===== src/rtl/std_fifo_vr.sv =====
// Synchronous valid/ready FIFO with wrap-bit pointers, synchronous flush and
// registered-only ready/valid flags; the head word is zeroed while empty.
module std_fifo_vr #(
    parameter int DATA_WIDTH = 8,
    parameter int DEPTH      = 4,
    parameter int PTR_WIDTH  = $clog2(DEPTH)
) (
    input  logic                  clk,
    input  logic                  resetn,
    input  logic                  flush,
    input  logic                  s_valid,
    output logic                  s_ready,
    input  logic [DATA_WIDTH-1:0] s_data,
    output logic                  m_valid,
    input  logic                  m_ready,
    output logic [DATA_WIDTH-1:0] m_data,
    output logic [PTR_WIDTH:0]    count
);

    if (DEPTH < 2 || (DEPTH & (DEPTH - 1)) != 0 || PTR_WIDTH != $clog2(DEPTH)) begin : g_bad_param
        $error("std_fifo_vr: DEPTH must be a power of two >= 2 and PTR_WIDTH must stay derived");
    end

    localparam logic [PTR_WIDTH:0] PTR_ONE = 1;

    logic [DATA_WIDTH-1:0] mem [DEPTH];
    logic [PTR_WIDTH:0]    wr_ptr;
    logic [PTR_WIDTH:0]    rd_ptr;
    logic                  full;
    logic                  empty;
    logic                  push;
    logic                  pop;

    // Handshake: a word moves on a port only in a cycle where valid and ready
    // are both high at the rising edge. s_ready and m_valid depend only on the
    // pointer registers, never on s_valid or m_ready, so neither side can form
    // a combinational loop through this FIFO.
    assign empty   = (rd_ptr == wr_ptr);
    assign full    = (rd_ptr[PTR_WIDTH-1:0] == wr_ptr[PTR_WIDTH-1:0]) &&
                     (rd_ptr[PTR_WIDTH] != wr_ptr[PTR_WIDTH]);
    assign s_ready = !full;
    assign m_valid = !empty;
    assign count   = wr_ptr - rd_ptr;
    assign push    = s_valid && s_ready;
    assign pop     = m_valid && m_ready;
    assign m_data  = m_valid ? mem[rd_ptr[PTR_WIDTH-1:0]] : '0;

    always_ff @(posedge clk) begin
        if (!resetn || flush) begin
            wr_ptr <= '0;
            rd_ptr <= '0;
        end else begin
            if (push) wr_ptr <= wr_ptr + PTR_ONE;
            if (pop)  rd_ptr <= rd_ptr + PTR_ONE;
        end
    end

    // Storage is deliberately not reset; the write slot is never the head
    // unless the FIFO is empty, so the presented word cannot be disturbed.
    always_ff @(posedge clk) begin
        if (resetn && !flush && push) mem[wr_ptr[PTR_WIDTH-1:0]] <= s_data;
    end

endmodule


===== config.mk =====
export PLATFORM = sky130hd
export DESIGN_NAME = std_fifo_vr
export DESIGN_NICKNAME = d
export VERILOG_FILES = /design/src/rtl/std_fifo_vr.sv
export SDC_FILE = /design/constraint.sdc
export NUM_CORES = 1
export LEC_CHECK = 0
export CAP_MARGIN = 0
export CORE_MARGIN = 2
export CORE_UTILIZATION = 25
export DETAILED_ROUTE_END_ITERATION = 7
export MAX_ROUTING_LAYER = met4
export PLACE_DENSITY = 0.51
export SLEW_MARGIN = 20
export SYNTH_ARGS = -nofsm -noshare
export SYNTH_HDL_FRONTEND = slang
export SYNTH_SLANG_ARGS = --single-unit

===== constraint.sdc =====
create_clock -name clk -period 2.63 [get_ports clk]
set_input_delay 0.526 -clock clk [delete_from_list [all_inputs] [get_ports clk]]
set_output_delay 0.526 -clock clk [all_outputs]
set_load 0.02 [all_outputs]

# == Word-level counts from Yosys, hierarchy flattened ==
# Memories as Yosys holds them, arrays and structs flattened. A register that Yosys moved wholly into a read port is not among the register bits.
# Index checks and enable logic that the tools add are counted.
# totals
reg_bits,6
mem_bits_rw,32
inputBits,13
out_inout_bits,13
elab_cells,24
mem_count,1
# op_classes
add_sub_neg,3
n_eq_ne,3
mux,5
reduce_logical,10
# mem_list
name,depth,word_bits,read_ports,rd_ports_with_merged_regs,write_ports,line,rtl
mem,4,8,1,1,1,26,logic [DATA_WIDTH-1:0] mem [DEPTH];
# ops
cell,count
8-bit 2-to-1 mux,1
3-bit by 1-bit adder with 3-bit output (second input constant),2
1-bit logical AND,5
1-bit logical NOT,4
2-bit 2-to-1 mux,2
3-bit equality test,1
3-bit subtractor,1
2-bit equality test,1
1-bit 2-to-1 mux,2
1-bit logical OR,1
1-bit != test,1

# == Logic depth before layout (Yosys ltp) ==
# logic_depth
depth_word,7
ltp_mapped,5
mapped_depth_nobuf,5

# == Worst setup path before layout ==
# OpenSTA, ideal clock, no wires.
# synth_path
path_kind,flip-flop to output port
startpoint,reg wr_ptr[0]
endpoint,out m_data[0]
arrival_time_ns,1.451
required_time_ns,2.104
path_slack_ns,0.653
path_stages_with_launch,6
path_buffers,0
path_cell_list,dfxtp_1 -> inv_1 -> ha_1 -> nand2_1 -> nor2_1 -> and2b_1
# synth_via
elab_chain_len,2
# synth_lines
item,line,rtl
from (decl),27,logic [PTR_WIDTH:0] wr_ptr;
from (signal assigned),53,if (push) wr_ptr <= wr_ptr + PTR_ONE;
3-bit equality test,38,assign empty = (rd_ptr == wr_ptr);
8-bit 2-to-1 mux,46,assign m_data = m_valid ? mem[rd_ptr[PTR_WIDTH-1:0]] : '0;
to (decl),16,"output logic [DATA_WIDTH-1:0] m_data,"
# No other way between the ends.

# == Worst setup path after layout ==
# Same ends and word-level chain as after synthesis.

==> flow_metrics.tcl <==
set metrics [dict create \
    synthCells 110 \
    drive_above_1_share_pct 16.89 \
    powerDensity_mw_per_mm2 520.0 \
    ys_seq_elements 40 \
    finalMaxSlewViolations 0 \
    drc 0 \
    clock_sinks 40 \
    nets 169 \
    postPlaceCellArea_mm2 0.002182 \
    dp_hpwl_um 2439 \
    crit_fanout 10 \
    seqPwrFrac_pct 59.1 \
    synth_top_cell_by_area "edfxtp_1" \
    cp-end-kind "output pin" \
    fp.coreArea_mm2 0.006794 \
    wl_per_cell_um 14.11 \
    crit_path_start_kind "register" \
    slew_headroom_pct 69.41 \
    viasPerCell 4.324 \
    synth_edf_count 32 \
    tightest_slew_ps 458.2 \
    fin_crit_sh_pct 94.43 \
    antenna_found_initial 0 \
    ys_seq_area_share_pct 63.82 \
    path_class "reg -> out" \
    grt_overflow 0 \
    fin_cells 244 \
    start_util_pct 25.86 \
    syn_area_per_cell_um2 15.97 \
    htreeDepth 2 \
    cts_buffer_depth 2 \
    synth_most_common_cell "edfxtp_1" \
    syn2layout_area_growth_pct 28.21 \
    syn_area_mm2 0.001757 \
    p_clk_share_pct 32.0 \
    routabilityCongestion 0.8371 \
    cts_setup_buffers 0 \
    netSwitchingPower_w 0.0002510 \
    worstPathArrival_ps 1960 \
    async_reset_ff_share_pct 0 \
    portBuffers 25 \
    ys_warn_count 0 \
    p_leak_nw 0.8459 \
    rsz0062_at_grt "no" \
    yosys-top-cells-count "edfxtp_1 (32), inv_1 (9), dfxtp_1 (8), mux4_2 (8), ha_1 (7)" \
    power.internal_w 0.0009201 \
    total_power_w 0.001171 \
    hold_viol 0 \
    grt_pass1_vias 1121 \
    synth_cell_type_count 28 \
    synth_flop_cell "edfxtp_1" \
    clkTransAtPathRegs_ps 60 \
    fmax_mhz 402.7 \
    totalWireLength_um 3443 \
    antenna_cells 0 \
    dieArea_mm2 0.007713 \
    skew_ps 8.869 \
    synth.area.top_cells "edfxtp_1 (55%), mux4_2 (10%), dfxtp_1 (9.1%)" \
    setup_violations 0 \
    numCtsBuffers 5 \
    syn-num-nets 131 \
    post-route-util_pct 33.15 \
    vias 1055 \
    clkLatencyLatePin_ps 290 \
    die_w_um 87.83 \
    grt.total_usage_pct 10.17 \
    dp_cells 237 \
    swShare_pct 21.43 \
    cts_root_buf "clkbuf_8" \
    fp-row-count 30 \
    required_ps 2100 \
    tritoncts "done" \
    grt_max_degree 12 \
    dr.first_iter.drc_count 94 \
    fin_crit_ps 2483 \
    die_h_um 87.83 \
    status "completed" \
    grt_pass1_wl_um 5637 \
    drt_first_pass_iters 4 \
    ant_nets 0 \
    timing.setup.tns_ps 0 \
    maxCapViolCount 0 \
    fill_cells 670 \
    hp-class "reg -> reg" \
    ios 26 \
    fin_area_mm2 0.002252 \
    ir_drop_mv 0.1713 \
    combPwrFrac_pct 8.9 \
    synth_largest_type_area_fraction_pct 54.70 \
]
registers in the layout, summed over array words and instances, names as in the netlist, named ones only:
signal and flops:
mem 32, rd_ptr 3, wr_ptr 3
through the flow:
stage / hold slack, ps / worst slack [ps]
final: 501.5 / 146.6
after global routing: 539.0 / 12.35
after CTS: 505.7 / 22.92
after detailed placement: 496.4 / 168.3
after global placement: 487.0 / 218.4
after floorplan: 470.1 / 653.0
critical path: stages (launching register included):
cell	delay, ps
dfxtp_1	380
inv_1	110
ha_1	320
nand2_1	80
nor2_1	90
buf_4	190
and2b_1	200
dlygate4sd2_1	310
path summary, 6_finish.rpt:
path,cells past startpoint,from,slack [ps],end
worst max-delay path,7,wr_ptr[0],150,m_data[0]
worst min-delay path,2,wr_ptr[0],500,wr_ptr[0]
worst max register to register,6,wr_ptr[0],560,mem[1][6]
worst min register to register,2,wr_ptr[0],500,wr_ptr[0]
timing repair:
action	in CTS	in global routing
endpoints found under the setup margin	10	2
resized for setup	10	2
hold buffers	0	0
gates cloned	0	0
metal layers:
layer	share of wire, %	global-route usage [%]	wire [um]	vias up
met1	43	11.44	1484	533
li1	-	-	-	492
met3	4.7	3.299	162	4
met4	0.93	2.797	32	0
met2	51	17.36	1763	26
met5	0	-	0	-
cell usage in the layout (no fill, tap or decap), types with 4 or more instances in the layout:
master | Yosys | layout
edfxtp_1 | 32 | 32
clkdlybuf4s50_1 | 0 | 13
dlygate4sd2_1 | 0 | 10
inv_1 | 9 | 9
buf_4 | 0 | 9
mux4_2 | 8 | 8
dfxtp_1 | 8 | 8
ha_1 | 7 | 7
nor2b_1 | 6 | 6
clkbuf_8 | 0 | 5
nand2_1 | 4 | 4
and2b_1 | 4 | 4
and3_1 | 4 | 4
o2111ai_1 | 4 | 4
power by group through the flow:
| stage | registers [W] | logic, W | clock network, W |
|---|---|---|---|
| 6_report | 0.000692 | 0.000105 | 0.000375 |
| 5_1_grt | 0.000692 | 0.000115 | 0.000425 |
| 4_1_cts | 0.000692 | 0.000107 | 0.000388 |
| 3_5_place_dp | 0.000706 | 0.000112 | 0 |
| 3_3_place_gp | 0.000706 | 0.000110 | 0 |
| 2_1_floorplan | 0.000706 | 0.0000505 | 0 |
cells by family after synthesis:
| kind of cell | count (synthesis) | synth area share (%) |
|---|---|---|
| flip-flops | 40 | 63.82 |
| AND/OR/NAND/NOR | 24 | 8.191 |
| AO/OA/AOI/OAI | 13 | 5.911 |
| buffers and inverters | 12 | 2.635 |
| multiplexers | 10 | 11.40 |
| adder cells (fa/ha/maj) | 8 | 6.125 |
| XOR/XNOR | 3 | 1.924 |
cell type report:
cell class	count	area, um^2	area share [%]
repair buffers	34	310.3	13.78
multi-input cells	58	589.3	26.17
inverters	9	33.78	1.500
well taps	96	120.1	5.333
clock buffers	6	72.57	3.222
clock inverters	1	5.005	0.2222
flip-flops and latches	40	1121	49.78
(Power assumes the default switching activity.)
